File: config.mk
export PLATFORM = sky130hd
export DESIGN_NAME = serial_demux7
export DESIGN_NICKNAME = d
export VERILOG_FILES = /design/src/rtl/demux_defs.sv /design/src/rtl/lane_decoder.sv /design/src/rtl/serial_demux7.sv
export SDC_FILE = /design/constraint.sdc
export NUM_CORES = 1
export LEC_CHECK = 0
export BUFFER_PORTS_ARGS = -buffer_cell sky130_fd_sc_hd__buf_2
export CAP_MARGIN = 20
export CORE_UTILIZATION = 54
export DETAILED_ROUTE_END_ITERATION = 10
export GPL_TIMING_DRIVEN = 0
export HOLD_SLACK_MARGIN = 0.05
export PLACE_DENSITY = 0.78
export SKIP_CTS_REPAIR_TIMING = 1
export SLEW_MARGIN = 25
export SYNTH_ARGS = -nofsm -noshare
export SYNTH_HDL_FRONTEND = slang
export SYNTH_SLANG_ARGS = --single-unit
File: constraint.sdc
create_clock -name Clock -period 3 [get_ports Clock]
set_input_delay 0.45 -clock Clock [delete_from_list [all_inputs] [get_ports Clock]]
set_output_delay 0.45 -clock Clock [all_outputs]
set_load 0.03 [all_outputs]
File: src/rtl/demux_defs.sv
// Shared definitions for the serial-to-lane demultiplexer: default lane count,
// select width and the two-state assembly FSM encoding.
package demux_defs;

    localparam int LANES_DEFAULT = 7;
    localparam int SEL_W         = 3;

    typedef enum logic {
        COLLECT = 1'b0,
        HOLD    = 1'b1
    } state_e;

endpackage

File: src/rtl/lane_decoder.sv
// Turns a lane select plus enable into a one-hot write strobe across WIDTH lanes.
// Selects at or beyond WIDTH produce no strobe at all.
module lane_decoder
    import demux_defs::*;
#(
    parameter int WIDTH = LANES_DEFAULT
) (
    input  logic [SEL_W-1:0] sel_i,
    input  logic             en_i,
    output logic [WIDTH-1:0] strobe_o
);

    always_comb begin
        // NOTE: default first so every path assigns strobe_o and no latch is inferred.
        strobe_o = '0;
        for (int i = 0; i < WIDTH; i++) begin
            if (en_i && (sel_i == SEL_W'(i))) begin
                strobe_o[i] = 1'b1;
            end
        end
    end

endmodule

File: src/rtl/serial_demux7.sv
// Steers a one-bit serial stream onto WIDTH lanes, by internal pointer or by
// explicit lane select, and publishes each completed word over valid/ready.
module serial_demux7
    import demux_defs::*;
#(
    parameter int WIDTH = LANES_DEFAULT
) (
    input  logic             Clock,
    input  logic             Resetn,
    input  logic             SerialIn,
    input  logic             InValid,
    output logic             InReady,
    input  logic             Addressed,
    input  logic [SEL_W-1:0] MuxSelect,
    output logic [WIDTH-1:0] Out,
    output logic             OutValid,
    input  logic             OutReady,
    output logic [WIDTH-1:0] Filled
);

    state_e             state_q;
    logic [WIDTH-1:0]   asm_q,  asm_d;
    logic [WIDTH-1:0]   mask_q, mask_d;
    logic [SEL_W-1:0]   ptr_q,  ptr_d;
    logic [WIDTH-1:0]   out_q;
    logic               out_valid_q;

    logic               accept;
    logic               drain;
    logic               complete;
    logic [SEL_W-1:0]   lane_sel;
    logic [WIDTH-1:0]   strobe;

    assign accept   = InValid && (state_q == COLLECT);
    assign drain    = out_valid_q && OutReady;
    assign lane_sel = Addressed ? MuxSelect : ptr_q;

    lane_decoder #(
        .WIDTH (WIDTH)
    ) u_lane_decoder (
        .sel_i    (lane_sel),
        .en_i     (accept),
        .strobe_o (strobe)
    );

    // An out-of-range addressed select yields a zero strobe, so the bit vanishes.
    always_comb begin
        asm_d  = (asm_q & ~strobe) | (strobe & {WIDTH{SerialIn}});
        mask_d = mask_q | strobe;
        ptr_d  = ptr_q;
        if (accept && !Addressed) begin
            ptr_d = (ptr_q == SEL_W'(WIDTH - 1)) ? '0 : ptr_q + 1'b1;
        end
    end

    assign complete = accept && (&mask_d);

    always_ff @(posedge Clock) begin
        // NOTE: reset is sampled on the clock edge, so it lives inside this block
        // and overrides every other input, including a word held for the consumer.
        if (!Resetn) begin
            state_q     <= COLLECT;
            asm_q       <= '0;
            mask_q      <= '0;
            ptr_q       <= '0;
            out_q       <= '0;
            out_valid_q <= 1'b0;
        end else begin
            unique case (state_q)
                COLLECT: begin
                    if (drain) begin
                        out_valid_q <= 1'b0;
                    end
                    if (complete) begin
                        if (!out_valid_q || drain) begin
                            out_q       <= asm_d;
                            out_valid_q <= 1'b1;
                            asm_q       <= '0;
                            mask_q      <= '0;
                            ptr_q       <= '0;
                        end else begin
                            // Consumer still owns the previous word: park the new one.
                            state_q <= HOLD;
                            asm_q   <= asm_d;
                            mask_q  <= mask_d;
                            ptr_q   <= ptr_d;
                        end
                    end else if (accept) begin
                        asm_q  <= asm_d;
                        mask_q <= mask_d;
                        ptr_q  <= ptr_d;
                    end
                end
                HOLD: begin
                    if (drain) begin
                        out_q       <= asm_q;
                        out_valid_q <= 1'b1;
                        asm_q       <= '0;
                        mask_q      <= '0;
                        ptr_q       <= '0;
                        state_q     <= COLLECT;
                    end
                end
                default: begin
                    state_q <= COLLECT;
                end
            endcase
        end
    end

    assign InReady  = (state_q == COLLECT);
    assign Out      = out_q;
    assign OutValid = out_valid_q;
    assign Filled   = mask_q;

endmodule

==> results.md <==
* Status: complete, no violations
* Final nets at a little under 200
* Drt total wl at about 3500 um
* Worst setup EP type: flip-flop
* Leakage power at 0.000675 uW
* Grt ovf at 0
* First-pass GRT wire length at 5760 um
* Slowest stage delay, CP at 550 ps
* Number of flops mapped to enable cells by yosys at 0
* Worst-Skew Late Latency at roughly 320 ps
* Fin area at 1580 um2
* Final hold violations at 0
* Fin crit share at 0.965
* Setup TNS at 0 ps
* Pwr dens at 439 nW/um2
* Clk slew on worst S/H paths at 140 ps
* Via density at 6.46
* Initial Util at 0.595
* DR vias at 1389
* Flop and latch count out of synthesis at 26
* RD Place Congestion at 0.895
* Clock Sinks at 26
* Xor-xnor portion of the synthesized cell area at 0
* Final count of negative-setup-slack endpoints at 0
* CTS tree: yes
* Mapped cell area at roughly 1400 um2
* Antenna cells at 0
* DRT iter0 DRCs at 64
* WS Path Type: reg -> reg
* Hold WC Path Type: in -> reg
* Htree depth at 1
* WP data required at 3210 ps
* Number of global-route vias before repair at ~1200
* Simple-Gate Fraction of Synth Area at 0.236
* Layout cell share with drive strength beyond 1 at 0.219
* Overall Power at 694 uW
* Compound-Gate Fraction of Synth Area at 0.273
* Post-synthesis mux area share at 0.0472
* Placement Cell Area at ~1500 um2
* Die W at between 50 and 60 um
* Flop2flop setup slack at between 100 and 150 ps
* Post-synth top flop: dfxtp_1
* Worst path slowest cell: or4b_4
* Post-Syn Instances at 160
* Wirelength per Cell at around 16 um
* Die height at 52.5 um
* Initial antenna violation count at 0
* CP Max Fanout at 10
* Core ar. at about 2300 um2
* Cts bufs inserted at 3
* Gr usage total at 0.288
* Syn_nets at 169
* Highest clock rate at 346 MHz
* PortBufs at 23
* Startpoint Class: flip-flop
* Main combinational cell family by area after synthesis: compound AO/OA/AOI/OAI gates
* Syn avg cell area at 8.62 um2
* Largest net degree at the start of global routing at 16
* I/O Pins at 25
* Num rows at 17
* Maximum vdd drop at 0.344 mV
* DR pass1 iterations at 4
* Post-synthesis sequential area ratio at 0.377
* Fin util at 0.682
* Maximum capacitance violations at 0
* Slew Viols, Final at 0
* Total die area at 2760 um2
* Arr. time, crit path at 3100 ps
* Fin crit period at 2890 ps
* Slew margin rel. at 0.286
* Worst-Margin Slew at 1060 ps
* RSZ-0062 raised after global routing: no
* Clk Tree Root Cell: clkbuf_4
* Skew final at 6.22 ps
* CTS Buffer Depth at 2
* Synthesis-to-finish area growth at 14.7%
* DRC violations left at 0
* Fraction of the mapped netlist area in adder cells at 0
* Cell variety after synth at between 40 and 50
* Dpl hpwl at between 2000 and 3000 um
* Synth warnings at 0
* Ys async rst share at 0
* Crit path cell chain: nor2b_1 -> buf_2 -> o211ai_1 -> o221ai_1 -> or4b_4 -> buf_6 -> a31oi_1 -> o22ai_1
* DRT antenna net count at 0
-- state kept, by name, summed over array words and instances, names as in the netlist --
| name | flops |
|---|---|
| OutValid | 1 |
| state_q | 1 |
| Filled | 7 |
| Out | 7 |
| asm_q | 7 |
| ptr_q | 3 |
-- area by class of cell --
class / instances / area [um2]
plain buffers: 6 / 38.8
clock buffers: 3 / 22.5
clock inverters: 1 / 30.0
fillers: 185 / 737
inverters: 14 / 52.6
multi-input cells: 114 / 767
flip-flops and latches: 26 / 520
well taps: 28 / 35.0
repair buffers: 23 / 115
-- worst paths after layout --
path	cells after the start	from	endpoint
min	2	OutReady	state_q
min reg2reg	2	asm_q[6]	asm_q[6]
max	8	state_q	asm_q[1]
max reg2reg	8	state_q	asm_q[1]
-- synthesized netlist by cell type (2+ instances only) --
library cell / number / area, um2
nand2b_1: 2 / 12.5
o211ai_1: 3 / 22.5
a21oi_1: 7 / 35.0
nand3b_1: 2 / 15.0
o211a_1: 4 / 40.0
o22ai_1: 8 / 50.1
and3_1: 3 / 18.8
dfxtp_1: 26 / 521
buf_4: 2 / 15.0
o221ai_1: 2 / 17.5
nor2_1: 13 / 48.8
clkbuf_1: 2 / 7.51
inv_1: 13 / 48.8
a211oi_1: 6 / 45.0
nand2_1: 12 / 45.0
nor3b_1: 2 / 15.0
o21ai_0: 4 / 20.0
nand3_1: 7 / 35.0
nor3_1: 6 / 30.0
a31oi_1: 8 / 50.1
mux2i_1: 4 / 40.0
-- power by group --
group          internal [uW]  switching, uW
registers                353           5.07
logic                   33.1           62.1
clock network            135            106
-- critical path, delay by kind of cell, from the launching register on --
| kind | cells | cell delay, ps |
|---|---|---|
| compound gates | 4 | 1100 |
| buf+inv | 2 | 440 |
| flops | 1 | 400 |
| simple gates | 2 | 820 |
-- cells in the final DEF, fill, tap and decap left out, types with 2 or more instances in the layout --
cell type	count
a211oi_1	6
a21oi_1	7
a31oi_1	8
and3_1	3
buf_2	24
buf_4	2
clkbuf_1	2
clkbuf_4	3
dfxtp_1	26
inv_1	13
mux2i_1	4
nand2_1	12
nand2b_1	2
nand3_1	7
nand3b_1	2
nor2_1	13
nor3_1	6
nor3b_1	2
o211a_1	4
o211ai_1	3
o21ai_0	4
o221ai_1	2
o22ai_1	8
-- routing by layer --
metal / GRT usage / wire (um) / share of wire
met1: 0.366 / 1530 / 0.43
met2: 0.492 / 1680 / 0.48
met3: 0.0580 / 244 / 0.069
met4: 0.0746 / 76 / 0.022
met5: 0 / 0 / 0
-- cell families (layout without fill, tap and decap cells) --
logic type	Yosys count	count (layout)
muxes	6	6
buffers and inverters	20	47
and+or+nand+nor	57	57
DFF	26	26
AOI/OAI and AO/OA	51	51
-- metrics by stage --
step / setup WS (ps) / instances / hold WS, ps
floorplan: 593 / 160 / 429
global route: 19.9 / 215 / 349
detailed placement: 63.0 / 211 / 444
global placement: 131 / 211 / 440
finish: 106 / 215 / 340
CTS: 270 / 215 / 345
Power figures use the tool's default switching activity.
